$ cat src/rtl/uart_cmd_bridge.sv
// uart_cmd_bridge
//   Parses binary command frames arriving on the UART receive byte stream
//   into single-cycle register read/write strobes, and returns reply frames
//   on the UART transmit byte stream.
//
//   Frame: 0xA5, OP, ADDR, [DATA_BYTES bytes MSB first when OP=0x01], CSUM
//   CSUM is the XOR of every byte after the header.
//   Replies: ACK 0x06 (write), NAK 0x15 (bad frame / receive error),
//            0xA5 + data MSB first + XOR of data bytes (read).
//
// Ports
//   clk, reset           system clock, asynchronous active-low reset
//   from_uart_*          receive stream (data/error/valid in, ready out)
//   to_uart_*            transmit stream (data/error/valid out, ready in)
//   reg_addr/reg_wdata   register address and write data, held between strobes
//   reg_we/reg_re        one-cycle write/read strobes
//   reg_rdata            read data, sampled one cycle after reg_re
module uart_cmd_bridge #(
    parameter int DATA_BYTES     = 4,
    parameter int TIMEOUT_CYCLES = 50000
) (
    input  logic                    clk,
    input  logic                    reset,
    input  logic [7:0]              from_uart_data,
    input  logic                    from_uart_error,
    input  logic                    from_uart_valid,
    output logic                    from_uart_ready,
    output logic [7:0]              to_uart_data,
    output logic                    to_uart_error,
    output logic                    to_uart_valid,
    input  logic                    to_uart_ready,
    output logic [7:0]              reg_addr,
    output logic [8*DATA_BYTES-1:0] reg_wdata,
    output logic                    reg_we,
    output logic                    reg_re,
    input  logic [8*DATA_BYTES-1:0] reg_rdata
);
    localparam int DW  = 8 * DATA_BYTES;
    localparam int TXW = 8 * (DATA_BYTES + 2);      // longest reply: header + data + csum
    localparam int CW  = $clog2(DATA_BYTES + 3);
    localparam int TW  = $clog2(TIMEOUT_CYCLES + 1);

    localparam logic [7:0]     SOF   = 8'hA5;
    localparam logic [7:0]     OP_WR = 8'h01;
    localparam logic [7:0]     OP_RD = 8'h02;
    localparam logic [7:0]     ACK   = 8'h06;
    localparam logic [7:0]     NAK   = 8'h15;
    localparam logic [TXW-9:0] PAD   = '0;
    localparam logic [TW-1:0]  TMO_LAST = TW'(TIMEOUT_CYCLES - 1);

    typedef enum logic [2:0] {
        S_HDR, S_OP, S_ADDR, S_DATA, S_CSUM, S_EXEC, S_RDWAIT, S_TX
    } state_t;

    state_t          state_q, state_d;
    logic [7:0]      op_q, op_d;
    logic [7:0]      addr_q, addr_d;
    logic [DW-1:0]   shift_q, shift_d;
    logic [7:0]      xor_q, xor_d;
    logic [CW-1:0]   cnt_q, cnt_d;
    logic [TW-1:0]   tmo_q, tmo_d;
    logic [TXW-1:0]  tx_q, tx_d;          // reply bytes, next byte to send in the top byte
    logic [CW-1:0]   tx_cnt_q, tx_cnt_d;  // reply bytes still to send
    logic [7:0]      reg_addr_q, reg_addr_d;
    logic [DW-1:0]   reg_wdata_q, reg_wdata_d;
    logic [7:0]      rd_csum;
    logic            rx_fire, tx_fire;

    assign from_uart_ready = (state_q == S_HDR) || (state_q == S_OP) || (state_q == S_ADDR)
                          || (state_q == S_DATA) || (state_q == S_CSUM);
    assign to_uart_valid   = (state_q == S_TX);
    assign to_uart_data    = tx_q[TXW-1 -: 8];
    assign to_uart_error   = 1'b0;
    assign reg_we          = (state_q == S_EXEC) && (op_q == OP_WR);
    assign reg_re          = (state_q == S_EXEC) && (op_q == OP_RD);
    assign reg_addr        = reg_addr_q;
    assign reg_wdata       = reg_wdata_q;

    assign rx_fire = from_uart_valid && from_uart_ready;
    assign tx_fire = to_uart_valid && to_uart_ready;

    always_comb begin
        rd_csum = '0;
        for (int i = 0; i < DATA_BYTES; i++) begin
            rd_csum = rd_csum ^ reg_rdata[8*i +: 8];
        end
    end

    always_comb begin
        state_d     = state_q;
        op_d        = op_q;
        addr_d      = addr_q;
        shift_d     = shift_q;
        xor_d       = xor_q;
        cnt_d       = cnt_q;
        tmo_d       = '0;                 // the idle counter only runs mid-frame
        tx_d        = tx_q;
        tx_cnt_d    = tx_cnt_q;
        reg_addr_d  = reg_addr_q;
        reg_wdata_d = reg_wdata_q;

        case (state_q)
            S_HDR: begin
                if (rx_fire && !from_uart_error && (from_uart_data == SOF)) begin
                    state_d = S_OP;
                end
            end
            S_OP, S_ADDR, S_DATA, S_CSUM: begin
                if (rx_fire) begin
                    if (from_uart_error) begin
                        tx_d     = {NAK, PAD};
                        tx_cnt_d = CW'(1);
                        state_d  = S_TX;
                    end else if (state_q == S_OP) begin
                        op_d    = from_uart_data;
                        xor_d   = from_uart_data;
                        state_d = S_ADDR;
                    end else if (state_q == S_ADDR) begin
                        addr_d  = from_uart_data;
                        xor_d   = xor_q ^ from_uart_data;
                        cnt_d   = '0;
                        state_d = (op_q == OP_WR) ? S_DATA : S_CSUM;
                    end else if (state_q == S_DATA) begin
                        shift_d = DW'({shift_q, from_uart_data});
                        xor_d   = xor_q ^ from_uart_data;
                        cnt_d   = cnt_q + CW'(1);
                        if (cnt_q == CW'(DATA_BYTES - 1)) begin
                            state_d = S_CSUM;
                        end
                    end else begin
                        if ((from_uart_data == xor_q) && ((op_q == OP_WR) || (op_q == OP_RD))) begin
                            // Register outputs only move on a frame that will execute.
                            state_d    = S_EXEC;
                            reg_addr_d = addr_q;
                            if (op_q == OP_WR) begin
                                reg_wdata_d = shift_q;
                            end
                        end else begin
                            tx_d     = {NAK, PAD};
                            tx_cnt_d = CW'(1);
                            state_d  = S_TX;
                        end
                    end
                end else if (tmo_q == TMO_LAST) begin
                    state_d = S_HDR;      // stale partial frame, dropped silently
                end else begin
                    tmo_d = tmo_q + TW'(1);
                end
            end
            S_EXEC: begin
                if (op_q == OP_WR) begin
                    tx_d     = {ACK, PAD};
                    tx_cnt_d = CW'(1);
                    state_d  = S_TX;
                end else begin
                    state_d = S_RDWAIT;
                end
            end
            S_RDWAIT: begin
                tx_d     = {SOF, reg_rdata, rd_csum};
                tx_cnt_d = CW'(DATA_BYTES + 2);
                state_d  = S_TX;
            end
            S_TX: begin
                if (tx_fire) begin
                    tx_d     = tx_q << 8;
                    tx_cnt_d = tx_cnt_q - CW'(1);
                    if (tx_cnt_q == CW'(1)) begin
                        state_d = S_HDR;
                    end
                end
            end
            default: state_d = S_HDR;
        endcase
    end

    always_ff @(posedge clk or negedge reset) begin
        if (!reset) begin
            state_q     <= S_HDR;
            op_q        <= '0;
            addr_q      <= '0;
            shift_q     <= '0;
            xor_q       <= '0;
            cnt_q       <= '0;
            tmo_q       <= '0;
            tx_q        <= '0;
            tx_cnt_q    <= '0;
            reg_addr_q  <= '0;
            reg_wdata_q <= '0;
        end else begin
            state_q     <= state_d;
            op_q        <= op_d;
            addr_q      <= addr_d;
            shift_q     <= shift_d;
            xor_q       <= xor_d;
            cnt_q       <= cnt_d;
            tmo_q       <= tmo_d;
            tx_q        <= tx_d;
            tx_cnt_q    <= tx_cnt_d;
            reg_addr_q  <= reg_addr_d;
            reg_wdata_q <= reg_wdata_d;
        end
    end
endmodule

$ cat config.mk
export PLATFORM = sky130hd
export DESIGN_NAME = uart_cmd_bridge
export DESIGN_NICKNAME = d
export VERILOG_FILES = /design/src/rtl/uart_cmd_bridge.sv
export SDC_FILE = /design/constraint.sdc
export NUM_CORES = 1
export LEC_CHECK = 0
export CORE_UTILIZATION = 50
export CTS_CLUSTER_SIZE = 40
export DETAILED_ROUTE_END_ITERATION = 10
export PLACE_DENSITY = 0.83
export SLEW_MARGIN = 20
export SYNTH_ARGS = -nofsm -noshare
export SYNTH_HDL_FRONTEND = slang
export SYNTH_SLANG_ARGS = --single-unit
export TNS_END_PERCENT = 20
$ cat constraint.sdc
create_clock -name clk -period 1.8 [get_ports clk]
set_input_delay 0.36 -clock clk [delete_from_list [all_inputs] [get_ports clk]]
set_output_delay 0.36 -clock clk [all_outputs]
set_load 0.03 [all_outputs]
# Word level (Yosys, flattened, before mapping)

Cells that the tools add are included.

Output and inout bits: 53
RAM bits: 0
Bits of input ports: 45
Bits in registers: 169
Bits in read-only memories: 0
Memories: 0
Latch bits: 0

Equal/unequal tests: 25
Divide/modulo/power cells: 0
Shift operators: 0
$mul: 0
Muxes and demuxes: 40
Bitwise logic cells: 8
Add/subtract/negate cells: 3
Order comparisons: 0
Reductions and logical operators: 27

Operators with widths:

| kind                                                                     | count |
|---|---|
| 48-bit 2-to-1 mux                                                        | 8 |
| 48-bit one-hot mux with 4 select lines                                   | 1 |
| 3-bit 2-to-1 mux                                                         | 21 |
| 16-bit 2-to-1 mux                                                        | 3 |
| 8-bit bitwise XOR                                                        | 4 |
| 8-bit 2-to-1 mux                                                         | 3 |
| 16-bit by 1-bit adder with 16-bit output (second input constant)         | 1 |
| 16-bit equality test (second input constant)                             | 1 |
| 8-bit AND reduction                                                      | 2 |
| 3-bit inequality test (second input constant)                            | 5 |
| 3-bit one-hot mux with 5 select lines                                    | 1 |
| 5-bit AND reduction                                                      | 3 |
| 3-bit equality test (second input constant)                              | 4 |
| 3-bit one-hot mux with 4 select lines                                    | 1 |
| 3-bit by 2-bit equality test with 1-bit output (second input constant)   | 3 |
| 8-bit by 1-bit equality test with 1-bit output (second input constant)   | 1 |
| 8-bit by 2-bit equality test with 1-bit output (second input constant)   | 1 |
| 8-bit equality test                                                      | 1 |
| 8-bit equality test (second input constant)                              | 1 |
| 2-bit by 1-bit inequality test with 1-bit output (second input constant) | 4 |
| 4-bit AND reduction                                                      | 2 |
| 1-bit logical AND                                                        | 7 |
| 7-bit inequality test (second input constant)                            | 1 |
| 7-bit AND reduction                                                      | 1 |
| 15 further kinds                                                         | 23 |

# Longest topological paths before layout

Depth in word-level cells: 10
Mapped depth: 7

# Worst setup path before layout

Ideal clock, no wire load.

Path kind: register to register
Start: reg state_q[1]
End: reg state_q[0]
Stages on the path, launching flop included: 7
Slack: -459 ps
Arrival time: 2,180 ps
Path buffers: 1
Cells stage by stage: dfrtp_1 > buf_2 > o21ai_0 > nor3b_1 > o21ai_4 > o2111ai_1 > mux2i_1

Cells in the longest elaborated chain, start to end: 10

RTL lines:

| element                                                                             | line | text |
|---|---|---|
| start, declared                                                                     | 55   | `state_t state_q, state_d;` |
| start signal, assigned                                                              | 191  | `state_q <= state_d;` |
| 3-bit by 1-bit equality test with 1-bit output or 3-bit logical NOT (tied branches) | 69   | `assign from_uart_ready = (state_q == S_HDR) \|\| (state_q == S_OP) \|\| (state_q == S_ADDR)` |
| 1-bit logical OR (2 in a row)                                                       | 69   |  |
| 1-bit logical OR                                                                    | 70   | `\|\| (state_q == S_DATA) \|\| (state_q == S_CSUM);` |
| 1-bit logical OR (*)                                                                | 70   |  |
| named net from_uart_ready                                                           | 27   | `output logic from_uart_ready,` |
| 1-bit logical AND (*)                                                               | 79   | `assign rx_fire = from_uart_valid && from_uart_ready;` |
| 1-bit logical AND (2 in a row)                                                      | 104  | `if (rx_fire && !from_uart_error && (from_uart_data == SOF)) begin` |
| 2-bit by 1-bit inequality test with 1-bit output (no line)                          | n/a  |  |
| 5-bit AND reduction (no line)                                                       | n/a  |  |

Mark *: on every way through the listed nets, which the timed path passes. The rest lies on a longest branch.
A chain may end at the register's enable or synchronous reset.

# Worst setup path in the final report

Start: reg op_q[3]
End: reg tx_q[23]

Cells in the longest elaborated chain, start to end: 5

RTL lines:

| element                                                                                                          | line     | text |
|---|---|---|
| start, declared                                                                                                  | 56       | `logic [7:0] op_q, op_d;` |
| start signal, assigned                                                                                           | 192      | `op_q <= op_d;` |
| 8-bit by 1-bit equality test with 1-bit output or 8-bit by 2-bit equality test with 1-bit output (tied branches) | 131, 151 |  |
| 1-bit logical OR                                                                                                 | 131      | `if ((from_uart_data == xor_q) && ((op_q == OP_WR) \|\| (op_q == OP_RD))) begin` |
| 1-bit logical AND                                                                                                | 131      |  |
| 3-bit inequality test (no line)                                                                                  | n/a      |  |
| 8-bit AND reduction (no line) (*)                                                                                | n/a      |  |
| end signal, assigned                                                                                             | 198      | `tx_q <= tx_d;` |
| end, declared                                                                                                    | 62       | `logic [TXW-1:0] tx_q, tx_d;` |

Every way passes the cells marked *; elsewhere a longest branch is shown, timed or not.

==> run metrics <==
final std cells w/o fill=just over 1,000; GR Overflow Total=0; Pleak=4.95 nW; worst reg2reg endpoint=tx_q[23]; Design Area, Final=just over 10,000 sq um; largest net degree at the start of global routing=between 40 and 50; die height=126 microns; Logic pwr share=0.394; initial antenna violation count=0; RSZ-0062 raised after global routing=true; I/O Pins=between 90 and 100; fin crit share=1.34; Clock Latency Late Sink=~0.44 ns; Final setup viols=96; top achievable clock speed=416 MHz; part of the Yosys area used for sequential elements=0.552; maximum vdd ir drop=approximately 0.73 mV; Yosys top cell area share=0.552; number of port buffers=between 90 and 100; CP endpoint kind=flop; Worst Path Max Fanout=7; clk slew on worst S/H paths=0.06 ns; DR vias/cell=approximately 5.8; reg2reg start=op_q[3]; Cell Area, Synth=7660 sq um; Post-synth ARST share=1.00; max-slew violations=0; outcome=finished with violations; vias in the first global route=6,112; flop2flop setup slack=-0.61 ns; R2R depth=8; top cells by area, synth=dfrtp_1 (55%), nand2_1 (6.5%), mux2_1 (4.4%); WP data arrival=2.75 ns; CTS tree=done; Gate Count Post-Synth=between 600 and 700; drt pass-1 iters=5; DRT Wirelength=around 19 mm; Mapped Nets=between 700 and 800; slowest stage cell, crit path=dfrtp_1; ys flop type=dfrtp_1; EDFF count, synth=0; delay-heaviest family, CP=simple AND/OR/NAND/NOR gates; #FFs+latches synth=approximately 170; Die Span X=roughly 130 microns; first-pass GRT wire length=31.4 mm; most common cell in the netlist=dfrtp_1; internal power=roughly 10 mW; DRC viols=0; area delta synth->final=34.5%; fillers=1,008; worst path cell trace=nor4_4 > buf_4 > buf_6 > nand4b_1 > nor4_4 > a211o_4 > bufbuf_16 > o2bb2ai_1; via count=approximately 6,000; Total GRT Usage=0.253; CP Launch Type=flop; ratio of cells with drive above 1 in the final layout=0.225; power share of the clock group=0.240; diode count=0; Layout Nets=around 880; row cnt=44; Max H-tree Level=4; die area=15,800 sq um; CTS Sinks=roughly 170; crit-path most repeated cell=nor4_4; sw frac=0.350; CP max stage delay=0.42 ns; routed len/inst=18.9 microns; placed inst area=slightly above 9000 sq um; part of the power in registers=0.366; initial cell density of the core=0.519; CTS max path bufs=2; Cell Pwr Density=approximately 1500 nW/um^2; total CTS buffers=17; Post-DP HPWL=~12 mm; cell taking the most area after synthesis=dfrtp_1; Mean Syn Cell Area=around 11 sq um; Hold Fails Final Rpt=0; CTS root buf=clkbuf_16; class of the worst hold path=in -> async; failing checks=negative setup slack; top cells by count, synth=dfrtp_1 (169), nand2_1 (133), o2bb2ai_1 (35); drt initial violations=416; dpl cells=between 900 and 1,000; synth warn=0; Unique masters post-synth=slightly above 60; number of max-cap violations=0; Core ar.=around 15,000 sq um; Sw Pwr=approximately 5.4 mW; antenna-violating nets left=0; Clock Skews=roughly 0.006 ns; Worst Setup Path Type=reg -> reg; CP bufs+invs=3; Req. time, crit path=roughly 2.2 ns; fin crit period=2.41 ns; GP Congestion=slightly below 0.9; post-route setup slack=-0.606 ns
==> state kept, by name (all words and copies together), names as in the netlist <==
signal and flops:
tx_cnt_q 3, state_q 3, reg_wdata 32, op_q 8
tx_q 48, tmo_q 16, reg_addr 8, addr_q 8
cnt_q 3, xor_q 8, shift_q 32
==> metal layers <==
| layer | vias up | track usage | share of wire |
|---|---|---|---|
| li1 | 2698 | - | - |
| met1 | 3020 | 0.328 | 0.42 |
| met2 | 192 | 0.412 | 0.50 |
| met3 | 35 | 0.0629 | 0.056 |
| met4 | 0 | 0.0950 | 0.022 |
| met5 | - | 0 | 0 |
==> stage by stage <==
stage	util	setup slack, ns	hold WS [ns]	total power [mW]	TNS, ns
3_3_place_gp	0.628	-0.512	0.272	9.92	-59.09
2_1_floorplan	-	-0.158	0.0644	8.47	-5.57
5_1_grt	0.698	-0.656	0.398	16.1	-48.43
3_5_place_dp	0.628	-0.566	0.273	10.2	-63.99
4_1_cts	0.690	-0.397	0.381	15.0	-30.78
6_report	0.698	-0.606	0.381	15.4	-43.26
==> final cells by class <==
class / count / area [sq um] / share of cell area
clock buffers: 23 / 488 / 0.0474
repair buffers: 178 / 1800 / 0.175
clock inverters: 9 / 110 / 0.0107
multi-input cells: 455 / 3400 / 0.330
inverters: 12 / 45.0 / 0.00437
flip-flops and latches: 169 / 4230 / 0.411
well taps: 184 / 230 / 0.0223
==> power by group through the flow <==
stage | clock (mW) | combinational (mW) | sequential (mW)
floorplan | 0 | 3.09 | 5.39
global placement | 0 | 4.38 | 5.54
detailed placement | 0 | 4.61 | 5.60
CTS | 3.72 | 5.69 | 5.58
global route | 3.88 | 6.49 | 5.74
finish | 3.69 | 6.06 | 5.63
==> timing repair <==
action,4_1_cts,5_1_grt
endpoints found under the setup margin,153,111
hold buffers,1,0
setup buffers,10,8
resized for setup,79,23
hold endpoints to repair,25,0
pin swaps,6,6
gates cloned,5,0
==> worst register-to-register path: cells and delay by family (launching register included) <==
family | cells | cell delay, ns
AND/OR/NAND/NOR | 3 | 0.93
buffers and inverters | 3 | 0.56
flip-flops | 1 | 0.42
AO/OA/AOI/OAI | 2 | 0.41
==> cells by family after synthesis <==
family                     share of synthesized area
AOI/OAI and AO/OA                              0.125
xor gates and xnor gates                      0.0572
adders and majority gates                    0.00817
buffers and inverters                         0.0374
muxes                                         0.0836
DFF                                            0.552
other                                       0.000489
and+or+nand+nor                                0.136
==> worst max path at each step <==
stage                 startpoint  cells past startpoint             to
6_report                 op_q[3]                      8       tx_q[23]
5_1_grt                  op_q[3]                      8       tx_q[23]
4_1_cts                  op_q[4]                      8       tx_q[40]
3_5_place_dp   from_uart_data[0]                      7       tx_q[19]
3_3_place_gp   from_uart_data[3]                      7        tx_q[5]
2_1_floorplan            op_q[3]                      6  reg_wdata[10]
==> cells in the final DEF, fill, tap and decap left out, types with 21 or more instances in the layout <==
master and count:
a22oi_1 33, buf_4 57, clkdlybuf4s50_1 43, dfrtp_1 168, dlygate4sd2_1 48, mux2_1 28, mux2_2 27, nand2_1 132
o2bb2ai_1 21, xnor2_1 27, xor2_1 23
Power figures use the tool's default switching activity.
